File: src/rtl/pwm_pkg.sv
// Shared types and helpers for the PWM duty ramp sequencer.
// Holds the duty width, the duty typedef, the ramp FSM state enum and
// the saturating step function used to walk the duty toward its target.
package pwm_pkg;

  localparam int PWM_DUTY_W = 8;

  typedef logic [PWM_DUTY_W-1:0] pwm_duty_t;

  typedef enum logic {
    IDLE = 1'b0,
    RAMP = 1'b1
  } pwm_ramp_state_t;

  // Move cur one step toward tgt. The difference is taken at 9 bits so a
  // large gap never wraps, and a gap no larger than the step snaps straight
  // onto the target, which keeps the result inside 0..255.
  function automatic pwm_duty_t pwm_step_toward(input pwm_duty_t cur,
                                                input pwm_duty_t tgt,
                                                input pwm_duty_t step);
    logic [PWM_DUTY_W:0] diff;
    pwm_duty_t           result;
    if (tgt >= cur) begin
      diff = {1'b0, tgt} - {1'b0, cur};
      if (diff <= {1'b0, step}) begin
        result = tgt;
      end else begin
        result = cur + step;
      end
    end else begin
      diff = {1'b0, cur} - {1'b0, tgt};
      if (diff <= {1'b0, step}) begin
        result = tgt;
      end else begin
        result = cur - step;
      end
    end
    return result;
  endfunction

endpackage

File: src/rtl/pwm_tick_div.sv
// Period-tick divider: counts PWM period ticks and emits a one-cycle
// step_en on every div-th tick (div of 0 behaves as 1). step_en is
// combinational so the step lands on the same edge as the tick that
// completes it. clear holds the count at zero and suppresses step_en.
module pwm_tick_div
  import pwm_pkg::*;
(
  input  logic      clk,
  input  logic      reset,
  input  logic      tick,
  input  logic      clear,
  input  pwm_duty_t div,
  output logic      step_en
);

  pwm_duty_t cnt_q;
  pwm_duty_t cnt_d;
  pwm_duty_t last_cnt;

  assign last_cnt = (div == '0) ? '0 : div - pwm_duty_t'(1);

  // Next count and step strobe; clear wins over any tick.
  always_comb begin
    cnt_d   = cnt_q;
    step_en = 1'b0;
    if (clear) begin
      cnt_d = '0;
    end else if (tick) begin
      if (cnt_q == last_cnt) begin
        step_en = 1'b1;
        cnt_d   = '0;
      end else begin
        cnt_d = cnt_q + pwm_duty_t'(1);
      end
    end
  end

  // Tick counter register with synchronous active-low reset.
  always_ff @(posedge clk) begin
    if (!reset) begin
      cnt_q <= '0;
    end else begin
      cnt_q <= cnt_d;
    end
  end

endmodule

File: src/rtl/pwm_ramp_sequencer.sv
// Soft-start / soft-change controller for the PWM generator duty input.
// Accepts a target duty over valid/ready and walks duty_cycle toward it by
// STEP every DIV period ticks, so duty only changes on period boundaries.
// Optional feature: define PWM_RAMP_ABORT_EN to add an abort input that
// forces duty and target to 0 and returns to IDLE without a done pulse.
module pwm_ramp_sequencer
  import pwm_pkg::*;
#(
  parameter int unsigned STEP = 4,
  parameter int unsigned DIV  = 1
) (
  input  logic      clk,
  input  logic      reset,
`ifdef PWM_RAMP_ABORT_EN
  input  logic      abort,
`endif
  input  logic      period_tick,
  input  logic      tgt_valid,
  output logic      tgt_ready,
  input  pwm_duty_t tgt_duty,
  output pwm_duty_t duty_cycle,
  output logic      busy,
  output logic      done
);

  localparam pwm_duty_t STEP_L = pwm_duty_t'(STEP);
  localparam pwm_duty_t DIV_L  = pwm_duty_t'(DIV);

  pwm_ramp_state_t state_q, state_d;
  pwm_duty_t       duty_q, duty_d;
  pwm_duty_t       target_q, target_d;
  logic            busy_q, busy_d;
  logic            done_q, done_d;

  logic            div_clear;
  logic            step_en;
  pwm_duty_t       stepped_duty;

  // The divider only runs while ramping; holding it clear in IDLE also
  // makes a tick in the acceptance cycle go uncounted.
`ifdef PWM_RAMP_ABORT_EN
  assign div_clear = (state_q != RAMP) | abort;
`else
  assign div_clear = (state_q != RAMP);
`endif

  pwm_tick_div u_tick_div (
    .clk     (clk),
    .reset   (reset),
    .tick    (period_tick),
    .clear   (div_clear),
    .div     (DIV_L),
    .step_en (step_en)
  );

  assign stepped_duty = pwm_step_toward(duty_q, target_q, STEP_L);

  // Ready is decoded from state and forced low while reset is held.
  assign tgt_ready = reset & (state_q == IDLE);

  // Next-state, duty, target and status decode.
  always_comb begin
    state_d  = state_q;
    duty_d   = duty_q;
    target_d = target_q;
    done_d   = 1'b0;
    unique case (state_q)
      IDLE: begin
        if (tgt_valid) begin
          if (tgt_duty != duty_q) begin
            target_d = tgt_duty;
            state_d  = RAMP;
          end else begin
            done_d = 1'b1;
          end
        end
      end
      RAMP: begin
        if (step_en) begin
          duty_d = stepped_duty;
          if (stepped_duty == target_q) begin
            state_d = IDLE;
            done_d  = 1'b1;
          end
        end
      end
      default: begin
        state_d = IDLE;
      end
    endcase
`ifdef PWM_RAMP_ABORT_EN
    if (abort) begin
      state_d  = IDLE;
      duty_d   = '0;
      target_d = '0;
      done_d   = 1'b0;
    end
`endif
    busy_d = (state_d == RAMP);
  end

  // State and output registers with synchronous active-low reset.
  always_ff @(posedge clk) begin
    if (!reset) begin
      state_q  <= IDLE;
      duty_q   <= '0;
      target_q <= '0;
      busy_q   <= 1'b0;
      done_q   <= 1'b0;
    end else begin
      state_q  <= state_d;
      duty_q   <= duty_d;
      target_q <= target_d;
      busy_q   <= busy_d;
      done_q   <= done_d;
    end
  end

  assign duty_cycle = duty_q;
  assign busy       = busy_q;
  assign done       = done_q;

endmodule

File: config.mk
export PLATFORM = sky130hd
export DESIGN_NAME = pwm_ramp_sequencer
export DESIGN_NICKNAME = d
export VERILOG_FILES = /design/src/rtl/pwm_pkg.sv /design/src/rtl/pwm_tick_div.sv /design/src/rtl/pwm_ramp_sequencer.sv
export SDC_FILE = /design/constraint.sdc
export NUM_CORES = 1
export LEC_CHECK = 0
export CORE_MARGIN = 8
export CORE_UTILIZATION = 49
export CTS_CLUSTER_DIAMETER = 30
export CTS_CLUSTER_SIZE = 8
export DETAILED_ROUTE_END_ITERATION = 16
export PLACE_DENSITY_LB_ADDON = 0.2
export SLEW_MARGIN = 5
export SYNTH_ARGS = -nofsm -noshare
export SYNTH_HDL_FRONTEND = slang
export SYNTH_SLANG_ARGS = --single-unit
File: constraint.sdc
create_clock -name clk -period 6.6 [get_ports clk]
set_input_delay 1.32 -clock clk [delete_from_list [all_inputs] [get_ports clk]]
set_output_delay 1.32 -clock clk [all_outputs]
set_load 0.02 [all_outputs]
== After elaboration in Yosys (flattened, before gate mapping) ==
Index checks and enable logic that the tools add are counted.
Widths: inputs -> output; s select.
Word-level totals
  flip-flop bits (word level): 26
  input port bits: 12
  word-level logic and storage cells: 38
Cells by class
  add/sub/neg operators: 5
  magnitude comparators: 3
  eq/ne operators: 2
  muxes and demuxes: 17
  bitwise operators: 2
  reductions and logical operators: 4
Operators with widths (number)
  $mux 8: 4
  $le 9x3->1 const B: 2
  $sub 8x8->9: 2
  $mux 1: 11
  $add 8x1->8 const B: 1
  $add 8x3->8 const B: 1
  $eq 8x8->1: 1
  $ge 8x8->1: 1
  $logic_not 8->1: 1
  $ne 8x8->1: 1
  $sub 8x3->8 const B: 1
  $pmux 1 s2: 2
  $reduce_and 2->1: 2
  $reduce_and 3->1: 1
  $and 1x1->1: 1
  $not 1->1: 1

== Depth between registers and ports, before layout ==
Gate-level depths: netlist (run 1).
  depth in word-level cells: 8
  depth in mapped cells: 14
  mapped depth without buffers: 11

== Hierarchy ==
Synthesis (run 1) repeated with hierarchy kept, for this count alone.
Second synthesis, totals
  cells, all modules: 356
  area, all modules: 2812.7 µm²
Modules (own cells, without submodules)
  pwm_ramp_sequencer: times used 1, cells an instance 269, area each 2095.8 µm², seq. area each 360.3 µm²
  pwm_tick_div: times used 1, cells an instance 87, area each 716.9 µm², seq. area each 160.2 µm²

== Least setup slack after synthesis (run 1) ==
Ideal clock, no wire load.
  kind: register to register
  start point: register duty_q[2] (netlist: duty_cycle[2])
  end point: register busy_q (netlist: busy)
  data arrival time: 3235 ps
  data required time: 6485 ps
  setup slack: 3250 ps
  stages on the path, launching flop included: 14
  buffers on the path: 2
  period minus slack after synthesis: 3350 ps
  cell sequence: dfxtp_1 clkbuf_1 inv_1 ha_1 buf_6 and3b_4 o2111ai_2 a21oi_1 a211oi_4 a31oi_1 o2bb2ai_1 o221a_1 o41a_1 o21a_1
On the way
  cells in the longest elaborated chain, start to end: 8
Ends and longest elaborated chain
  start, declared: RTL line pwm_ramp_sequencer.sv:30  | pwm_duty_t duty_q, duty_d;
  start signal, assigned: RTL line pwm_ramp_sequencer.sv:112  | duty_q <= duty_d;
  $sub 8x8->9 (on tied branches): RTL line pwm_pkg.sv:31, pwm_pkg.sv:24
  $le 9x3->1 (on tied branches): RTL line pwm_pkg.sv:32, pwm_pkg.sv:25
  $mux 8 (on tied branches): RTL line pwm_pkg.sv:32, pwm_pkg.sv:25
  $mux 8: RTL line pwm_pkg.sv:23  | if (tgt >= cur) begin
  $eq 8x8->1: RTL line pwm_ramp_sequencer.sv:81  | if (stepped_duty == target_q) begin
  $mux 1: RTL line pwm_ramp_sequencer.sv:81
  $mux 1: RTL line pwm_ramp_sequencer.sv:79  | if (step_en) begin
  $pmux 1 s2 *: RTL line pwm_ramp_sequencer.sv:67  | unique case (state_q)
  end signal, assigned: RTL line pwm_ramp_sequencer.sv:114  | busy_q <= busy_d;
  end, declared: RTL line pwm_ramp_sequencer.sv:32  | logic busy_q, busy_d;
Mark *: on every way between the ends. The rest lies on a longest branch, timed or not.
A chain may end at the register's enable or synchronous reset.

== Worst setup path in the final report (run 1) ==
  start point: input reset
  end point: output tgt_ready
On the way
  cells in the longest elaborated chain, start to end: 1
Ends and longest elaborated chain
  start, declared: RTL line pwm_ramp_sequencer.sv:13  | input logic reset,
  $and 1x1->1: RTL line pwm_ramp_sequencer.sv:59  | assign tgt_ready = reset & (state_q == IDLE);
  end, declared: RTL line pwm_ramp_sequencer.sv:19  | output logic tgt_ready,
Every way passes these cells.

==> results.md, run 1 <==
- Synth cell count leaders: dfxtp_1, nor2_1, o21ai_0
- Ys flop type: dfxtp_1
- Least-Margin Pin Slew: 1.06 ns
- Number of remaining DRC errors: 0
- Clk pin slew, worst setup/hold paths: 0.09 ns
- Power Dens Cells: 215 mW/mm2
- Final hold vios: 0
- Initial DRC count: 149
- Vias: 2,318
- Dpl hpwl: 4760 um
- Area Growth Syn to Fin: 12.0%
- FMAX: 237 MHz
- CTS Sinks: 26
- Final slew viol count: 0
- Clk root buf: clkbuf_8
- Clock share of power: 22.1%
- Initial antenna violation count: 0
- DRT Pass-1 Iters: 4
- Rows: 26
- CP endpoint kind: output port
- Inserted Clock Buffers: 3
- Register share of total power: 30.2%
- Hold buffers post-CTS: 0
- Placed Instance Area: 0.00274 mm2
- Mapped Area: 0.00251 mm2
- CTS tree: yes
- Final ANT Viol Nets: 0
- Antenna Cells: 0
- Area leader, netlist: dfxtp_1
- Tmin final: 4.21 ns
- Final Cell Area: 0.00281 mm2
- Largest net degree at the start of global routing: 18
- Syn Inst Count: 320
- Synth top area share: 20.8%
- Vias in the first global route: 2,222
- Post-Place Cells: 396
- Worst slack at placement: 2.39 ns
- Most numerous cell in the Yosys netlist: dfxtp_1
- Fill cells: 490
- Skew final: 0.00357 ns
- Vias/cell: 5.80
- Core Region: 0.00501 mm2
- # IOs: 23
- Global-route wire length before repair: 10,600 um
- Ranking of synthesized cells by area: dfxtp_1, ha_1, xnor2_1, o21ai_0, a21oi_1
- Min-Delay Path Class: reg -> reg
- CTS max path bufs: 2
- Final WS setup: 2.39 ns
- Post-synthesis register bit count: 26
- Comb pwr share: 47.7%
- Crit Path Max Fanout: 17
- Gr ovfl total: 0
- Total wire length: 6180 um
- Synth Net Count: 352
- VDD IR-drop max: 0.000135 V
- Fraction of layout cells with a size suffix above 1: 4.24%
- EDFF count, synth: 0
- Setup_tns: 0 ns
- Drt wl/cell: 15.4 um
- Syn Area/Cell: 7.84 um2
- CTS HTree Levels: 1
- Max Cap Violations: 0
- Die width: 87.5 um
- Post-CTS resize count: 0
- Gpl congestion: 0.937
- Initial cell density of the core: 50.0%
- Post-Layout Cell Count: 400
- Post-synthesis sequential area ratio: 20.8%
- IO buf count: 22
- Skew-Pair Late Insertion Delay: 0.27 ns
- Sw frac: 38.9%
- Synth Warn #: 0
- Distinct cells, synth: 67
- Critical Path AT: 2.89 ns
- Total track usage: 16.9%
- Postcts setup bufs: 0
- Leak Pwr: 1.00 nW
- Cell internal pwr: 0.369 mW
- Final nets: 363
- Crit path required time: 5.28 ns
- RSZ-0062 raised after global routing: no
- FFs w/ async S/R, synth: 0%
- Slew Limit Headroom: 28.8%
- Die area: 0.00766 mm2
- Net Sw Power: 0.235 mW
- Status: finished clean
- Setup violators final: 0
- Storage element area: 520 um2
- CP startpoint kind: input pin
- WS Path Type: in -> out
- Die Ht: 87.5 um
- Area of the multi-input gates: 0.00183 mm2
- Final worst-path cycle share: 63.8%
- Final hold slack: 0.534 ns
-- routing by layer --
| layer | share of wire [%] | track usage [%] | up-vias |
|---|---|---|---|
| li1 | - | - | 1180 |
| met1 | 49 | 22.9 | 1089 |
| met2 | 47 | 27.9 | 47 |
| met3 | 3.5 | 1.59 | 2 |
| met4 | 0.58 | 3.91 | 0 |
| met5 | 0 | 0 | - |
-- critical path: stages --
cell and delay [ns]:
clkdlybuf4s50_1 0.76, nor2b_1 0.19, clkdlybuf4s50_1 0.61
-- layout make-up --
cell class / count / area share (%)
clock inverter: 1 / 1.07
timing repair buffer: 22 / 7.84
clock buffer: 3 / 1.47
multi-input combinational: 257 / 65.2
inverter: 21 / 2.81
sequential: 26 / 18.5
tap: 70 / 3.12
-- stage by stage --
stage                     util (%)  total power, mW
after global routing          56.1            0.645
final                         56.1            0.604
after global placement        54.6            0.467
after CTS                     56.1            0.603
after floorplan                  -            0.407
after detailed placement      54.6            0.469
-- worst paths after layout --
path	start	endpoint	slack [ns]	cells after the start
hold / removal	u_tick_div.cnt_q[7]$_SDFFE_PN0P_	u_tick_div.cnt_q[7]$_SDFFE_PN0P_	0.53	2
hold reg to reg	u_tick_div.cnt_q[7]$_SDFFE_PN0P_	u_tick_div.cnt_q[7]$_SDFFE_PN0P_	0.53	2
setup / recovery	reset	tgt_ready	2.39	3
setup reg to reg	duty_cycle[5]$_SDFFE_PN0P_	busy$_SDFF_PN0_	2.52	11
-- state kept, by name, summed over array words and instances, names as in the netlist --
| name | cells |
|---|---|
| done | 1 |
| duty_cycle | 8 |
| busy | 1 |
| target_q | 8 |
| u_tick_div.cnt_q | 8 |
-- logic make-up after synthesis --
group           share of synthesized area, %
simple gates                            24.2
compound gates                          25.5
buf+inv                                 6.44
flops                                   20.8
xor+xnor                                8.73
fa+ha+maj                               10.4
mux                                     4.04
-- power by group through the flow --
stage	clock [mW]	combinational [mW]	sequential (mW)
2_1_floorplan	0	0.227	0.179
3_3_place_gp	0	0.282	0.185
3_5_place_dp	0	0.284	0.185
4_1_cts	0.136	0.285	0.182
5_1_grt	0.142	0.319	0.184
6_report	0.133	0.288	0.182
-- placed cells by master, fill, tap and decap left out, types with 2 or more instances in the layout --
cell type	Yosys	layout
a21boi_0	2	2
o21ai_0	22	22
xor2_1	9	9
clkdlybuf4s50_1	0	22
clkbuf_8	0	3
xnor2_1	16	16
and2_1	4	4
nor2_1	25	25
a31oi_1	7	7
o21ai_1	2	2
dfxtp_1	26	26
or3_1	3	3
nand3_1	5	5
o311ai_0	2	2
ha_1	20	20
nand2b_1	4	4
nand4_1	5	5
nor4_1	3	3
mux2i_1	9	9
o221ai_1	2	2
nor3_1	10	10
and3b_1	2	2
nor4b_1	2	2
nor2b_1	14	14
o211ai_1	4	4
o41ai_1	2	2
and4_1	2	2
nand2_1	18	18
and3_1	4	4
inv_1	21	21
o22a_1	2	2
o21a_1	6	6
a21oi_1	19	19
No activity file was read; power rests on OpenSTA's default activity.
==> inputs of run 2 (changes only) <==
clock period = 3.5 ns   (was 6.6 ns; I/O delays follow)
==> run 2 against run 1 <==
Power is 95% higher. Highest routed layer unchanged. Critical path depth is 8 higher. Design area is 4.0% higher. Clock power is 91% higher. Largest power group unchanged.
==> results.md, run 2 (same netlist as run 1, synthesis figures left out) <==
- Placed Instance Area: 0.00285 mm2
- Final slew viol count: 0
- CTS max path bufs: 2
- Total wire length: 6430 um
- Final ANT Viol Nets: 0
- Postcts setup bufs: 0
- FMAX: 312 MHz
- Power Dens Cells: 404 mW/mm2
- Max incr delay on CP: 0.45 ns
- Post-CTS resize count: 0
- Most common cell after layout, fill and taps aside: dfxtp_1
- CP startpoint kind: register
- Clk root buf: clkbuf_8
- Setup_tns: 0 ns
- Cell internal pwr: 0.726 mW
- CTS Sinks: 26
- CP endpoint kind: register
- RSZ-0062 raised after global routing: no
- Antenna Cells: 0
- Fin util: 58.3%
- WS Path Type: reg -> reg
- Number of remaining DRC errors: 0
- Status: finished clean
- Die area: 0.00766 mm2
- Setup violators final: 0
- Clk pin slew, worst setup/hold paths: 0.10 ns
- Cell Chain, Critical Path: inv_1 -> ha_1 -> and2b_4 -> o2111ai_1 -> and4b_1 -> o31ai_1 -> and3_4 -> nor3_1 -> o221a_1 -> o41a_1 -> o21a_1
- Hold buffers post-CTS: 0
- Final hold slack: 0.511 ns
- Initial DRC count: 183
- Sw frac: 38.5%
- Area Growth Syn to Fin: 16.5%
- Leading cell types in the layout, fill and taps excluded: dfxtp_1, nor2_1, o21ai_0, clkdlybuf4s50_1, inv_1
- Vias: 2,362
- Initial antenna violation count: 0
- Crit path required time: 3.68 ns
- Vias in the first global route: 2,223
- Critical Path AT: 3.38 ns
- Final nets: 378
- Rows: 26
- Die width: 87.5 um
- CTS tree: yes
- Die Ht: 87.5 um
- Post-Place Cells: 411
- Post-Layout Cell Count: 415
- DRT Pass-1 Iters: 4
- Skew final: 0.00294 ns
- Skew-Pair Late Insertion Delay: 0.27 ns
- Total track usage: 17.3%
- Global-route wire length before repair: 10,700 um
- Max Cap Violations: 0
- Min-Delay Path Class: reg -> reg
- Inserted Clock Buffers: 3
- Comb pwr share: 51.1%
- IO buf count: 22
- Clock share of power: 21.6%
- Fraction of layout cells with a size suffix above 1: 8.41%
- Vias/cell: 5.69
- VDD IR-drop max: 0.000489 V
- Crit Path Max Fanout: 6
- Initial cell density of the core: 50.0%
- Gr ovfl total: 0
- Final hold vios: 0
- Register share of total power: 27.3%
- Final WS setup: 0.295 ns
- Final worst-path cycle share: 91.6%
- Final Cell Area: 0.00292 mm2
- Tmin final: 3.20 ns
- CP max stage cell: dfxtp_1
- Slew Limit Headroom: 58.9%
- Least-Margin Pin Slew: 0.616 ns
- CTS HTree Levels: 1
- Tot Pwr: 1.18 mW
- Worst slack at placement: 0.329 ns
- Largest net degree at the start of global routing: 17
- Net Sw Power: 0.454 mW
- Dpl hpwl: 5050 um
- Leak Pwr: 1.08 nW
- Core Region: 0.00501 mm2
- Gpl congestion: 0.879
- # IOs: 23
- Drt wl/cell: 15.5 um
==> run 2: changes by cell type in the layout (fill, tap and decap cells not counted) <==
| cell | previous run | this run |
|---|---|---|
| buf_4 | 0 | 15 |
==> run 2: power groups by stage <==
stage / Combinational (mW) / Sequential (mW) / Clock (mW)
finish: 0.603 / 0.322 / 0.254
global route: 0.659 / 0.324 / 0.267
CTS: 0.597 / 0.322 / 0.259
detailed placement: 0.593 / 0.329 / 0
global placement: 0.589 / 0.329 / 0
floorplan: 0.429 / 0.338 / 0
==> run 2: critical path: cells and delay by family (launching register included) <==
kind                       cells  cell delay [ns]
AOI/OAI and AO/OA              5             1.41
adders and majority gates      1             0.38
buffers and inverters          1             0.10
DFF                            1             0.45
and+or+nand+nor                4             0.77
==> run 2: routing by layer <==
layer	part of all wire [%]	global-route usage, %	routed length, um
met5	0	0	0
met4	0.42	3.91	27
met3	3.5	1.78	223
met2	46	28.4	2970
met1	50	23.7	3210
==> run 2: cell type report <==
class,count,area (um2)
flip-flops and latches,26,520
well taps,70,87.6
fillers,505,2090
multi-input cells,257,1830
clock inverters,1,30.0
repair buffers,37,333
inverters,21,78.8
clock buffers,3,41.3
==> run 2: worst paths after layout <==
| kind | slack (ns) | endpoint | cells past startpoint | from |
|---|---|---|---|---|
| worst max-delay path | 0.30 | busy$_SDFF_PN0_ | 11 | duty_cycle[1]$_SDFFE_PN0P_ |
| worst min-delay path | 0.51 | duty_cycle[7]$_SDFFE_PN0P_ | 2 | duty_cycle[7]$_SDFFE_PN0P_ |
| worst max register to register | 0.30 | busy$_SDFF_PN0_ | 11 | duty_cycle[1]$_SDFFE_PN0P_ |
| worst min register to register | 0.51 | duty_cycle[7]$_SDFFE_PN0P_ | 2 | duty_cycle[7]$_SDFFE_PN0P_ |
==> patch 1, RTL diff (flow settings as in run 2) <==
Add a define of `PWM_RAMP_ABORT_EN`.
--- a/src/rtl/pwm_ramp_sequencer.sv
+++ b/src/rtl/pwm_ramp_sequencer.sv
@@ -5,2 +5,4 @@
 // forces duty and target to 0 and returns to IDLE without a done pulse.
+`define PWM_RAMP_ABORT_EN
+
 module pwm_ramp_sequencer
Interface: changed (added abort); port bits go from 23 to 24. No check against the original RTL was run, so the function may have changed too.
==> patch 1 against run 2 <==
Die area is 1.4% lower. Setup slack lost 0.065 ns. Area after synthesis shrank 1.7%. Clock skew grew 0.0084 ns. First-iteration DRC count increased by 83%. Sequential cell count did not move. Hold slack better by 0.029 ns. Final area about the same. Routed wire length grew 6.6%.
Power is not compared: it rests on default switching activity, and its combinational part moved more than twofold at a synthesized area within 25%.
==> patch 1: results (changes against run 2) <==
outcome:
  status: "completed"
global_routing:
  grt_pass1_wl_mm: 11.5  # +6.7%
  antenna_found_initial: 0  # unchanged
  grt_max_degree: 16  # -1
  grt_util_all_layers_pct: 18.9  # +1.5 points
  first_global_vias: 2353  # +5.8%
power:
  power_leakage_nw: 1.13
place:
  dp_slack_ns: 0.263  # -0.0660 ns
  placed_area_um2: 2870  # +0.61%
  io_buffers: 23  # +4.5%
  dpl.hpwl_mm: 5.35  # +5.9%
  place_congestion: 1.01  # +15%
synthesis:
  synthArstFlopShare_pct: 0  # unchanged
  yosysSeqAreaShare_pct: 21.1  # +0.37 points
  synth-edff-count: 0  # unchanged
  ys_warn_count: 0  # unchanged
  synthTopCellsByArea: "dfxtp_1, ha_1, xnor2_1, nor2_1, a21oi_1"
  synth_nets: 353  # +0.28%
  synth_commonest_cells: "nor2_1, dfxtp_1, inv_1, xnor2_1, nand2_1"
  synthDistinctLibCells: 56  # -16%
critical_path:
  reg2regPathDepth: 10  # -1
  rrSetupSlack_ns: 0.23  # -0.07 ns
  critPathMaxFanout: 10  # +4
  rr_startpoint: "duty_cycle[1]"
  timing.rr.end: "duty_cycle[4]"
  critPathArrivalTime_ns: 3.45  # +0.07 ns
worst_hold_path:
  hold_path_startpoint: "target_q[0]"
  min_to: "duty_cycle[0]"
  hold_class: "flop to flop"
  holdPathStages: 2  # unchanged
sta:
  clock_skew_ns: 0.0113  # +0.00840 ns
  hold_slack_ns: 0.540  # +0.0288 ns
  relSlewSlack_pct: 42.1  # -17 points
drt:
  routed_wl_mm: 6.86  # +6.6%
  via_per_inst: 6.06  # +6.5%
  drt-initial-drc-count: 334  # +83%
  dr.pass1.iters: 5  # +1
clock_tree:
  ctsResizeCount: 0  # unchanged
  clk_pin_slew_worst_paths_ns: 0.10  # about the same
  clk_latency_ns: 0.28
  cts_buffer_depth: 2  # unchanged
  cts-root-buf: "clkbuf_8"
  cts_setup_buffers: 0  # unchanged
layout:
  final_nets: 387  # +2.4%
  drive_above_1_share_pct: 8.50  # +0.093 points
  fill_cells: 446  # -12%
[patch 1: cell count changes after synthesis, sizes merged, moves of 5 or more]
cell | run 2 | this run
o21ai | 24 | 15
o21a | 6 | 1
nand3 | 5 | 17
xnor2 | 16 | 24
nor2b | 14 | 4
a221oi | 1 | 6
nor2 | 25 | 36
and2 | 5 | 0
a21o | 1 | 7
[patch 1: layout make-up]
type | instances | area [µm²] | area share (%)
Timing Repair Buffer | 40 | 358 | 12.2
Sequential cell | 26 | 520 | 17.8
Inverter | 25 | 93.8 | 3.21
Tap cell | 70 | 87.6 | 3.00
Multi-Input combinational cell | 258 | 1810 | 61.9
Clock buffer | 4 | 55.1 | 1.88
[patch 1: worst max path at each step]
stage	start	end	slack [ns]	cells after the start
final	duty_cycle[1]	duty_cycle[4]	0.23	10
after global routing	duty_cycle[1]	duty_cycle[2]	0.04	10
after CTS	duty_cycle[1]	duty_cycle[4]	0.26	10
after detailed placement	duty_cycle[1]	duty_cycle[4]	0.26	10
after global placement	duty_cycle[1]	duty_cycle[4]	0.33	10
after floorplan	duty_cycle[2]	duty_cycle[5]	0.13	11
[patch 1: critical path: stages, from the launching register on]
cell and delay [ns]:
dfxtp_1 0.44, inv_1 0.09, ha_1 0.40, nor2b_4 0.17
o2111a_1 0.28, or4_4 0.44, a2111oi_4 0.43, nand2_1 0.17
o21ai_2 0.41, a21oi_1 0.12, a32o_1 0.22
[patch 1: report_power, final]
group | total (mW) | internal (mW) | switching [mW]
logic | 0.274 | 0.115 | 0.159
clock network | 0.197 | 0.101 | 0.0959
registers | 0.307 | 0.300 | 0.00661
[patch 1: cell families after synthesis]
kind of cell / synth area share, %
simple gates: 22.5
compound gates: 26.2
buf+inv: 5.69
xor+xnor: 10.7
flops: 21.1
fa+ha+maj: 10.2
mux: 3.66
[patch 1: through the flow]
step / instances / utilization [%]
global route: 423 / 58.7
detailed placement: 419 / 57.6
floorplan: 320 / -
finish: 423 / 58.7
CTS: 423 / 58.7
global placement: 419 / 57.6
[patch 1: routing by layer]
layer | vias to the layer above | track usage (%) | share of wire [%]
li1 | 1227 | - | -
met5 | - | 0 | 0
met2 | 135 | 29.1 | 45
met3 | 23 | 1.89 | 7.2
met4 | 0 | 8.29 | 3.1
met1 | 1178 | 25.8 | 45
==> patch 2, RTL diff (config.mk and constraints of run 2) <==
Made on the original files. Register the input `tgt_duty` before use, without a reset. The logic sees it one clock later. The other inputs are not delayed to match.
--- a/src/rtl/pwm_ramp_sequencer.sv
+++ b/src/rtl/pwm_ramp_sequencer.sv
@@ -27,2 +27,8 @@
   localparam pwm_duty_t DIV_L  = pwm_duty_t'(DIV);
+
+  pwm_duty_t tgt_duty_q;
+
+  always_ff @(posedge clk) begin
+    tgt_duty_q <= tgt_duty;
+  end
 
@@ -69,4 +75,4 @@
         if (tgt_valid) begin
-          if (tgt_duty != duty_q) begin
-            target_d = tgt_duty;
+          if (tgt_duty_q != duty_q) begin
+            target_d = tgt_duty_q;
             state_d  = RAMP;
Function: changed (Yosys sat finds a counterexample within 4 cycles, from zero or initial values and one cycle with reset low).
==> patch 2 against run 2 <==
Total power increased by 21%. Area after synthesis increased by 9.8%. Sequential cell count up 8. Sequential share of layout area grew 3.7 points. Setup slack improved by 0.069 ns. Clock power increased by 22%. Final cell count increased by 5.3%. Routed wire length increased by 8.4%. Clock skew rose by 0.0043 ns. Final area up 8.5%. Critical endpoint is now done.
==> patch 2: results (changes against run 2) <==
global_routing:
  use_met1_pct: 21.5  # -2.2 points
  grt_pass1_wl_mm: 11.8  # +9.6%
  met2_usage_pct: 28.2  # -0.20 points
  grt_util_all_layers_pct: 17.0  # -0.37 points
  use_met3_pct: 2.80  # +1.0 points
  first_global_vias: 2485  # +12%
  grt_max_degree: 16  # -1
power:
  power_leakage_nw: 1.20  # +11%
  comb_cell_power_uw: 688  # +14%
  clockPowerShare_pct: 21.8  # +0.2 points
  vdd_drop_max_mv: 0.305  # -38%
  p_sw_uw: 569  # +25%
layout:
  fill_cells: 539  # +6.7%
  num-nonclk-buffers: 33  # -11%
  clockBufferCount: 6  # +3
  seq_area_um2: 681  # +31%
  nNonClkInverters: 26  # +24%
  clk_share_pct: 3.00  # +0.56 points
  num-multi-input-gates: 264  # +2.7%
  drive_above_1_share_pct: 11.2  # +2.8 points
  bufAreaShareNonClock_pct: 9.55  # -1.8 points
  final_nets: 396  # +4.8%
  multiInputGateArea_um2: 1900  # +4.0%
worst_hold_path:
  min_to: "target_q[7]"
  hold_path_startpoint: "tgt_duty_q[7]"
drt:
  routed_wl_mm: 6.97  # +8.4%
  wl_met3_um: 329  # +48%
  via_per_inst: 5.79  # +1.8%
  wl_met1_mm: 3.28  # +2.3%
  wl_met2_mm: 3.27  # +9.9%
synthesis:
  synth_compound_area_share_pct: 23.4  # -2.1 points
  synthTopCellsByArea: "dfxtp_1, ha_1, xnor2_1, mux2i_1, nand3_1"
  synthMuxAreaShare_pct: 4.00  # -0.044 points
  synth_nets: 371  # +5.4%
  synth_xor_area_share_pct: 8.27  # -0.46 points
  synth_fa_ha_area_share_pct: 9.09  # -1.3 points
  synthArstFlopShare_pct: 0  # unchanged
floorplan:
  die_x_um: 91.0  # +3.9%
clock_tree:
  clock-sinks: 34  # +31%
  clk_latency_ns: 0.29  # +0.02 ns
  htreeDepth: 2  # +1
  clk_pin_slew_worst_paths_ns: 0.08  # -0.02 ns
  ctsResizeCount: 0  # unchanged
critical_path:
  worstSetupEndpoint: "done"
  reg2regPathDepth: 12  # +1
  rrSetupSlack_ns: 0.36  # +0.07 ns
  critPathArrivalTime_ns: 3.36  # -0.02 ns
place:
  placed_area_um2: 3080  # +7.9%
  place_congestion: 0.917  # +4.2%
  dp_slack_ns: 0.407  # +0.0783 ns
  dpl.hpwl_mm: 5.26  # +4.1%
sta:
  worst_pin_slew_ns: 0.507  # -0.109 ns
  clock_skew_ns: 0.00724  # +0.00430 ns
outcome:
  status: "completed"
patch 2: cell types whose count changed after synthesis, moves of 4 or more:
cell	delta
nor2b_1	-6
nand3_1	+17
a211oi_1	+7
dfxtp_1	+8
inv_1	+5
o21ai_0	-7
xnor2_1	+4
nand2_1	+5
nor3_1	-4
patch 2: worst reg2reg max path, delay by kind of cell (launching register included):
| kind | cells | cell delay, ns |
|---|---|---|
| AO/OA/AOI/OAI | 5 | 1.16 |
| AND/OR/NAND/NOR | 4 | 0.87 |
| flip-flops | 1 | 0.46 |
| adder cells (fa/ha/maj) | 1 | 0.37 |
| buffers and inverters | 2 | 0.21 |
patch 2: stage by stage:
step                      power [mW]  cells  hold slack [ns]  util (%)
final                           1.43    437            0.517      57.9
after global routing            1.52    437            0.546      57.9
after CTS                       1.43    437            0.529      57.9
after detailed placement        1.11    429            0.508      56.2
after global placement          1.11    429            0.500      56.2
after floorplan                0.963    339            0.480         -
